==> config.mk <==
export PLATFORM = sky130hd
export DESIGN_NAME = env_condition_monitor
export DESIGN_NICKNAME = d
export VERILOG_FILES = /design/src/rtl/ecsu_pkg.sv /design/src/rtl/ecsu_zone_fsm.sv /design/src/rtl/env_condition_monitor.sv
export SDC_FILE = /design/constraint.sdc
export NUM_CORES = 1
export LEC_CHECK = 0
export ABC_AREA = 1
export BUFFER_PORTS_ARGS = -buffer_cell sky130_fd_sc_hd__buf_2
export CAP_MARGIN = 25
export CORE_MARGIN = 3
export CORE_UTILIZATION = 50
export CTS_CLUSTER_SIZE = 24
export DETAILED_ROUTE_END_ITERATION = 8
export PLACE_DENSITY = 0.88
export SYNTH_ARGS = -nofsm -noshare
export SYNTH_HDL_FRONTEND = slang
export SYNTH_SLANG_ARGS = --single-unit
==> constraint.sdc <==
create_clock -name CLK -period 3 [get_ports CLK]
set_clock_uncertainty 0.05 [all_clocks]
set_input_delay 0.45 -clock CLK [delete_from_list [all_inputs] [get_ports CLK]]
set_output_delay 0.45 -clock CLK [all_outputs]
set_load 0.01 [all_outputs]
==> src/rtl/ecsu_pkg.sv <==
// Shared state encoding and sizing helpers for the environmental condition monitor.
package ecsu_pkg;

    typedef enum logic [1:0] {
        ALL_CLEAR  = 2'd0,
        CAUTION    = 2'd1,
        HIGH_ALERT = 2'd2,
        EMERGENCY  = 2'd3
    } zone_state_e;

    localparam int STATE_W = 2;
    localparam int VIS_W   = 2;

    localparam logic [VIS_W-1:0] VIS_CLEAR = 2'd0;
    localparam logic [VIS_W-1:0] VIS_NONE  = 2'd3;

    function automatic int cnt_width(input int max_count);
        return (max_count < 1) ? 1 : $clog2(max_count + 1);
    endfunction

    function automatic int zone_idx_width(input int num_zones);
        return (num_zones > 1) ? $clog2(num_zones) : 1;
    endfunction

endpackage

==> src/rtl/ecsu_zone_fsm.sv <==
// One weather zone: classifier, debounce/dwell counters and the latched-emergency state machine.
module ecsu_zone_fsm
    import ecsu_pkg::*;
#(
    parameter int WIND_W       = 6,
    parameter int TEMP_W       = 8,
    parameter int CAUTION_WIND = 10,
    parameter int ALERT_WIND   = 15,
    parameter int EMERG_WIND   = 20,
    parameter int ALERT_TEMP   = 35,
    parameter int EMERG_TEMP   = 40,
    parameter int DEBOUNCE     = 3,
    parameter int CLEAR_DWELL  = 8
) (
    input  logic              CLK,
    input  logic              RST,
    input  logic              sample_valid,
    input  logic              thunderstorm,
    input  logic [WIND_W-1:0] wind,
    input  logic [VIS_W-1:0]  visibility,
    input  logic [TEMP_W-1:0] temperature,
    input  logic              ack,
    output zone_state_e       state,
    output logic              severe_weather,
    output logic              emergency_landing_alert
);

    localparam int CW = cnt_width((DEBOUNCE > CLEAR_DWELL) ? DEBOUNCE : CLEAR_DWELL);
    localparam logic [CW-1:0] CNT_ZERO   = {CW{1'b0}};
    localparam logic [CW-1:0] CNT_ONE    = CW'(1);
    localparam logic [CW-1:0] CNT_MAX    = {CW{1'b1}};
    localparam logic [CW-1:0] ESC_LAST   = CW'(DEBOUNCE - 1);
    localparam logic [CW-1:0] DWELL_LAST = CW'(CLEAR_DWELL - 1);

    zone_state_e   state_r, state_s;
    zone_state_e   last_tgt_r, last_tgt_s;
    zone_state_e   tgt_s;
    logic [CW-1:0] esc_cnt_r, esc_cnt_s;
    logic [CW-1:0] dwell_cnt_r, dwell_cnt_s;
    int            wind_v_s;
    int            temp_v_s;

    // Classify the current sample; wind is unsigned, temperature is sign-extended.
    always_comb begin
        wind_v_s = int'(wind);
        temp_v_s = int'($signed(temperature));
        if (wind_v_s > EMERG_WIND || temp_v_s > EMERG_TEMP || temp_v_s < -EMERG_TEMP) begin
            tgt_s = EMERGENCY;
        end else if (thunderstorm || wind_v_s > ALERT_WIND || temp_v_s > ALERT_TEMP ||
                     temp_v_s < -ALERT_TEMP || visibility == VIS_NONE) begin
            tgt_s = HIGH_ALERT;
        end else if (wind_v_s > CAUTION_WIND || visibility != VIS_CLEAR) begin
            tgt_s = CAUTION;
        end else begin
            tgt_s = ALL_CLEAR;
        end
    end

    // State, counter and last-target registers.
    always_ff @(posedge CLK) begin
        if (RST) begin
            state_r     <= ALL_CLEAR;
            last_tgt_r  <= ALL_CLEAR;
            esc_cnt_r   <= CNT_ZERO;
            dwell_cnt_r <= CNT_ZERO;
        end else begin
            state_r     <= state_s;
            last_tgt_r  <= last_tgt_s;
            esc_cnt_r   <= esc_cnt_s;
            dwell_cnt_r <= dwell_cnt_s;
        end
    end

    // Next state: the acknowledge exit looks at the registered target and wins over counting.
    always_comb begin
        state_s     = state_r;
        esc_cnt_s   = esc_cnt_r;
        dwell_cnt_s = dwell_cnt_r;
        if (sample_valid) begin
            last_tgt_s = tgt_s;
        end else begin
            last_tgt_s = last_tgt_r;
        end
        if (ack && state_r == EMERGENCY && last_tgt_r != EMERGENCY) begin
            state_s     = HIGH_ALERT;
            esc_cnt_s   = CNT_ZERO;
            dwell_cnt_s = CNT_ZERO;
        end else if (!sample_valid) begin
            state_s = state_r;
        end else if (tgt_s > state_r) begin
            dwell_cnt_s = CNT_ZERO;
            if (esc_cnt_r == ESC_LAST) begin
                state_s   = tgt_s;
                esc_cnt_s = CNT_ZERO;
            end else if (esc_cnt_r != CNT_MAX) begin
                esc_cnt_s = esc_cnt_r + CNT_ONE;
            end else begin
                esc_cnt_s = esc_cnt_r;
            end
        end else if (tgt_s < state_r && state_r != EMERGENCY) begin
            esc_cnt_s = CNT_ZERO;
            if (dwell_cnt_r == DWELL_LAST) begin
                state_s     = zone_state_e'(state_r - 2'd1);
                dwell_cnt_s = CNT_ZERO;
            end else if (dwell_cnt_r != CNT_MAX) begin
                dwell_cnt_s = dwell_cnt_r + CNT_ONE;
            end else begin
                dwell_cnt_s = dwell_cnt_r;
            end
        end else begin
            esc_cnt_s   = CNT_ZERO;
            dwell_cnt_s = CNT_ZERO;
        end
    end

    // Output decode straight from the state register.
    always_comb begin
        state                   = state_r;
        severe_weather          = (state_r >= HIGH_ALERT);
        emergency_landing_alert = (state_r == EMERGENCY);
    end

endmodule

==> src/rtl/env_condition_monitor.sv <==
// Multi-zone weather monitor: one zone FSM per zone plus worst-case aggregation.
module env_condition_monitor
    import ecsu_pkg::*;
#(
    parameter int NUM_ZONES    = 4,
    parameter int WIND_W       = 6,
    parameter int TEMP_W       = 8,
    parameter int CAUTION_WIND = 10,
    parameter int ALERT_WIND   = 15,
    parameter int EMERG_WIND   = 20,
    parameter int ALERT_TEMP   = 35,
    parameter int EMERG_TEMP   = 40,
    parameter int DEBOUNCE     = 3,
    parameter int CLEAR_DWELL  = 8
) (
    input  logic                              CLK,
    input  logic                              RST,
    input  logic                              sample_valid,
    input  logic [NUM_ZONES-1:0]              thunderstorm,
    input  logic [NUM_ZONES*WIND_W-1:0]       wind,
    input  logic [NUM_ZONES*VIS_W-1:0]        visibility,
    input  logic [NUM_ZONES*TEMP_W-1:0]       temperature,
    input  logic [NUM_ZONES-1:0]              ack,
    output logic [NUM_ZONES*STATE_W-1:0]      zone_state,
    output logic [NUM_ZONES-1:0]              severe_weather,
    output logic [NUM_ZONES-1:0]              emergency_landing_alert,
    output logic [STATE_W-1:0]                worst_state,
    output logic [zone_idx_width(NUM_ZONES)-1:0] worst_zone,
    output logic                              any_emergency
);

    localparam int ZONE_W = zone_idx_width(NUM_ZONES);

    zone_state_e zs_s [NUM_ZONES];

    for (genvar z = 0; z < NUM_ZONES; z++) begin : g_zone
        ecsu_zone_fsm #(
            .WIND_W      (WIND_W),
            .TEMP_W      (TEMP_W),
            .CAUTION_WIND(CAUTION_WIND),
            .ALERT_WIND  (ALERT_WIND),
            .EMERG_WIND  (EMERG_WIND),
            .ALERT_TEMP  (ALERT_TEMP),
            .EMERG_TEMP  (EMERG_TEMP),
            .DEBOUNCE    (DEBOUNCE),
            .CLEAR_DWELL (CLEAR_DWELL)
        ) u_zone (
            .CLK                    (CLK),
            .RST                    (RST),
            .sample_valid           (sample_valid),
            .thunderstorm           (thunderstorm[z]),
            .wind                   (wind[z*WIND_W +: WIND_W]),
            .visibility             (visibility[z*VIS_W +: VIS_W]),
            .temperature            (temperature[z*TEMP_W +: TEMP_W]),
            .ack                    (ack[z]),
            .state                  (zs_s[z]),
            .severe_weather         (severe_weather[z]),
            .emergency_landing_alert(emergency_landing_alert[z])
        );
        assign zone_state[z*STATE_W +: STATE_W] = zs_s[z];
    end

    // Worst state across zones; strict compare keeps the lowest index on ties.
    always_comb begin
        worst_state = zs_s[0];
        worst_zone  = {ZONE_W{1'b0}};
        for (int z = 1; z < NUM_ZONES; z++) begin
            if (zs_s[z] > worst_state) begin
                worst_state = zs_s[z];
                worst_zone  = ZONE_W'(z);
            end else begin
                worst_state = worst_state;
            end
        end
        any_emergency = |emergency_landing_alert;
    end

endmodule

After elaboration in Yosys (flattened, before gate mapping). Index checks and enable logic that the tools add are counted.

Order comparisons: 43. Equality and inequality tests: 48. Add/subtract/negate cells: 12. Reductions and logical operators: 85. Muxes and demuxes: 70.

Operators by type and width (count): two-way mux 4 bit (28); two-way mux 2 bit (37); greater-than comparator 8 x 7 -> 1 bit, second input constant (8); < comparator 8 x 7 -> 1 bit, second input constant (8); greater-than comparator 6 x 4 -> 1 bit, second input constant (8); adder 4 x 1 -> 4 bit, second input constant (8); inequality test 4 bit, second input constant (8); AND reduction 4 bit (8); nonzero test 2 bit (16); logical OR 1 bit (28); greater-than comparator 6 x 5 -> 1 bit, second input constant (4); inequality test 2 bit, second input constant (12); nonzero test 3 bit (8); == test 2 bit, second input constant (8); == test 4 x 2 -> 1 bit, second input constant (4); == test 4 x 3 -> 1 bit, second input constant (4); inequality test 4 x 3 -> 1 bit, second input constant (4); AND reduction 2 bit (8); greater-than comparator 2 bit (7); logical AND 1 bit (12); inequality test 3 x 2 -> 1 bit, second input constant (4); inequality test 3 bit, second input constant (4); >= comparator 2 bit, second input constant (4); < comparator 2 bit (4); 4 further kinds (14).

Register bits: 48. Word-level logic and storage cells: 278.

Depth between registers and ports, before layout.
Depth after elaboration: 13. Depth in mapped cells: 21.

Hierarchy. From an unflattened synthesis, not the netlist that was laid out.

Cells, all modules: 690. Area total of the unflattened synthesis: 4232.8 um^2.

By module, submodules not included: ecsu_zone_fsm at g_zone[1].u_zone ... (times used 3, area an instance 988.4 um^2, cells each 161); ecsu_zone_fsm at g_zone[0].u_zone (times used 1, area an instance 1004.7 um^2, cells each 166); env_condition_monitor (times used 1, area an instance 262.8 um^2, cells each 41).

Least setup slack after synthesis. Ideal clock, no wire load.

Kind: flip-flop to output port. Start: reg g_zone[0].u_zone.state_r[1]. End: out worst_state[0]. Cell stages (with the launch flop): 14. Arrival time: 2.612 ns. Data required time: 2.500 ns. Slack: -0.112 ns. Cell sequence: dfxtp_1 > inv_1 > ha_1 > o22ai_1 > o21ai_0 > ha_1 > inv_1 > o21ai_0 > o21ai_0 > ha_1 > inv_1 > o22ai_1 > nand2_1 > o21ai_0.

Word-level cells in the longest chain between the ends: 6.

Ends and longest elaborated chain: start: declaration (RTL line ecsu_zone_fsm.sv:35) `zone_state_e state_r, state_s;`; start signal: assignment (RTL line ecsu_zone_fsm.sv:67) `state_r <= state_s;`; greater-than comparator 2 bit (RTL line env_condition_monitor.sv:68) `if (zs_s[z] > worst_state) begin`; two-way mux 2 bit * (RTL line env_condition_monitor.sv:68); greater-than comparator 2 bit (RTL line env_condition_monitor.sv:68); two-way mux 2 bit * (RTL line env_condition_monitor.sv:68); greater-than comparator 2 bit (RTL line env_condition_monitor.sv:68); two-way mux 2 bit * (RTL line env_condition_monitor.sv:68); end: declaration (RTL line env_condition_monitor.sv:27) `output logic [STATE_W-1:0] worst_state,`.

Mark *: on every way between the ends. The rest lies on a longest branch, timed or not.

Worst setup path in the final report.
Start: reg g_zone[1].u_zone.state_r[0]. End: out worst_state[0].

Word-level cells in the longest chain between the ends: 6.

Ends and longest elaborated chain (RTL line): start: declaration (ecsu_zone_fsm.sv:35); start signal: assignment (ecsu_zone_fsm.sv:67); greater-than comparator 2 bit (env_condition_monitor.sv:68); two-way mux 2 bit * (env_condition_monitor.sv:68); greater-than comparator 2 bit (env_condition_monitor.sv:68); two-way mux 2 bit * (env_condition_monitor.sv:68); greater-than comparator 2 bit (env_condition_monitor.sv:68); two-way mux 2 bit * (env_condition_monitor.sv:68).

Marks and branches as above.

==> impl_metrics.json <==
{
  "cpMaxStageDelayCell": "dfxtp_2",
  "yosys.area.top_type": "dfxtp_1",
  "synth_warnings": 0,
  "cts_made_buffers": 5,
  "violations": "setup timing",
  "grt.total_usage_pct": 20.2,
  "hold_viol_final": 0,
  "synth.most_common_cell": "nand2_1",
  "maxSlewHeadroom_pct": 79.0,
  "synth-seq-cells": 48,
  "worstPathCellList": "inv_2, ha_4, inv_2, o22ai_4, nand2_2, o21ai_4, ha_4, inv_2, o21ai_2, nand2_1, o21ai_2, ha_1, inv_2, o22ai_4, nand2_1, o21ai_1, buf_2",
  "cp.arrival_ns": 2.70,
  "drt-initial-drc-count": 164,
  "grt_overflow_total": 0,
  "start_util_pct": 51.6,
  "grt_max_degree": 17,
  "num_vias": 4247,
  "hold_slack_ns": 0.442,
  "root_buffer": "clkbuf_8",
  "worst-path-stages": 17,
  "areaGrowthSynthToFinish_pct": 21.6,
  "coreArea_sq_mm": 0.00777,
  "p_total_mw": 2.23,
  "grt_first_pass_wirelength_mm": 15.2,
  "powerDensity_mw_per_mm2": 457,
  "path_common_cell": "inv_2",
  "fin_ws_ns": -0.198,
  "die_area_sq_mm": 0.00913,
  "synthArstFlopShare_pct": 0,
  "synth_top_cells_by_count": "nand2_1, inv_1, nor2_1",
  "drcViolationCount": 0,
  "leakage_nw": 2.65,
  "yosysTopAreaCellShare_pct": 24.0,
  "finish.net_count": 884,
  "drv_slew": 0,
  "setup_viol": 3,
  "seq_area_sq_um": 965,
  "path_max_fanout": 4,
  "worstSetupEndpointType": "primary output",
  "fillerInstances": 733,
  "path_buf_inv": 5,
  "drive_above_1_share_pct": 22.8,
  "synth_area_leaders": "dfxtp_1, nand2_1, ha_1",
  "die_h_um": 95.6,
  "cts.sinks": 48,
  "hold_depth": 2,
  "rows": 32,
  "wl_mm": 9.38,
  "syn-num-nets": 779,
  "dp_cells": 863,
  "clockBufferDepth": 2,
  "yosysSeqAreaShare_pct": 24.0,
  "final_util_pct": 62.8,
  "syn-cell-area_sq_mm": 0.00401,
  "ir_worst_vdd_uv": 290,
  "max_freq_mhz": 313,
  "period_needed_ns": 3.20,
  "dr.pass1.iters": 4,
  "antenna_found_initial": 0,
  "wl_per_cell_um": 10.7,
  "ys_types": 35,
  "syn_avg_cell_area_sq_um": 6.01,
  "multiInputGateArea_sq_mm": 0.00260,
  "cts_tree": "done",
  "syn_inst": 667,
  "dpl.hpwl_mm": 7.37,
  "max_stage_delay_ns": 0.34,
  "tightestPinTransition_ns": 0.313,
  "critPathKind": "reg2out",
  "htree_num_levels": 2,
  "r2r_cells": 9,
  "place.gp.congestion": 0.862,
  "worst_skew_pair.late_latency_ns": 0.30,
  "viasPerCell": 4.85,
  "status": "finished, violations left",
  "maxCapViolations": 0,
  "timing.final.crit_share_pct": 107,
  "synth_flop_cell": "dfxtp_1",
  "num_io_pins": 96,
  "grt_pass1_vias": 3788,
  "worst_ep_required_time_ns": 2.50,
  "fin_area_sq_mm": 0.00488,
  "path_clk_slew_ns": 0.09,
  "cp_top_family": "adder cells",
  "port-buffer-count": 95,
  "rsz0062_at_grt": "yes",
  "antennaDiodeCount": 0,
  "placed_area_sq_mm": 0.00462,
  "hold_class": "reg2reg",
  "ant_nets": 0,
  "synth_edf_count": 0,
  "fin_cells": 875,
  "crit_path_start_kind": "flip-flop",
  "die_w_um": 95.6
}
cells in the final DEF (no fill, tap or decap), types with 2 or more instances in the layout:
cell	netlist	routed
nand2_1	163	162
nor2_2	4	4
a211oi_1	2	2
ha_1	37	33
nand2_2	7	8
clkbuf_8	0	5
dfxtp_2	0	3
buf_2	2	95
nand4_1	6	6
nand3_2	2	2
o21ai_1	7	8
ha_4	0	4
a21oi_1	35	35
or2_1	4	4
nand3_1	43	43
o21ai_0	44	40
buf_4	9	16
nand3b_1	4	4
inv_1	117	111
a21oi_2	5	5
or2_2	4	4
nor3_1	10	10
or2_0	2	2
inv_2	11	17
nor2_1	87	86
dfxtp_1	48	45
nor2_4	1	2
o22ai_4	0	2
o21ai_2	1	3
cells by family (layout without fill, tap and decap cells):
kind of cell | after synthesis | in the layout | share of synthesized area (%)
buffers and inverters | 142 | 248 | 14.2
AO/OA/AOI/OAI | 101 | 101 | 14.0
flip-flops | 48 | 48 | 24.0
AND/OR/NAND/NOR | 339 | 339 | 36.3
adder cells (fa/ha/maj) | 37 | 37 | 11.5
path summary, 6_finish.rpt:
check	to	slack (ns)	from
max	worst_state[0]	-0.20	g_zone[1].u_zone.state[0]
min	g_zone[0].u_zone.dwell_cnt_r[1]	0.44	g_zone[0].u_zone.dwell_cnt_r[1]
max reg2reg	g_zone[3].u_zone.state[1]	1.07	g_zone[3].u_zone.state[1]
min reg2reg	g_zone[0].u_zone.dwell_cnt_r[1]	0.44	g_zone[0].u_zone.dwell_cnt_r[1]
final cells by class:
| cell class | instances | area share, % |
|---|---|---|
| clock buffer | 6 | 1.49 |
| clock inverter | 2 | 0.718 |
| inverter | 129 | 9.93 |
| multi-input combinational | 477 | 53.3 |
| sequential | 48 | 19.8 |
| tap | 102 | 2.62 |
| timing repair buffer | 111 | 12.2 |
stage by stage:
step / TNS (ns) / setup WS, ns
3_5_place_dp: -0.372 / -0.157
4_1_cts: -0.463 / -0.189
2_1_floorplan: 0 / 0.0199
6_report: -0.461 / -0.198
5_1_grt: -0.867 / -0.358
3_3_place_gp: -0.0569 / -0.0306
where the power goes:
part           leakage [nW]  switching, mW  internal (mW)  total [mW]
registers             0.395         0.0474          0.687       0.734
clock network        0.0552          0.220          0.248       0.467
logic                  2.20          0.568          0.457        1.03
worst reg2reg max path, delay by kind of cell, from the launching register on:
kind | cells | cell delay (ns)
AOI/OAI and AO/OA | 3 | 0.51
adders and majority gates | 1 | 0.33
buffers and inverters | 2 | 0.22
DFF | 1 | 0.45
and+or+nand+nor | 3 | 0.26
flip-flops by register name (all words and copies together) (netlist names):
name and cells:
g_zone.u_zone.last_tgt_r 8, g_zone.u_zone.esc_cnt_r 16, g_zone.u_zone.dwell_cnt_r 16, g_zone.u_zone.state 8
layer usage:
layer	track usage, %	routed length [um]	up-vias
met4	4.74	169	0
li1	-	-	2302
met1	23.7	3990	1830
met3	3.16	529	14
met2	37.9	4680	101
met5	0	0	-
what timing repair did:
item,in CTS,in global routing
pin swaps,11,12
buffers inserted,3,1
endpoints found under the setup margin,3,3
hold buffers,0,0
resized for setup,18,9
Note: power is estimated with default switching activity, not from simulation.
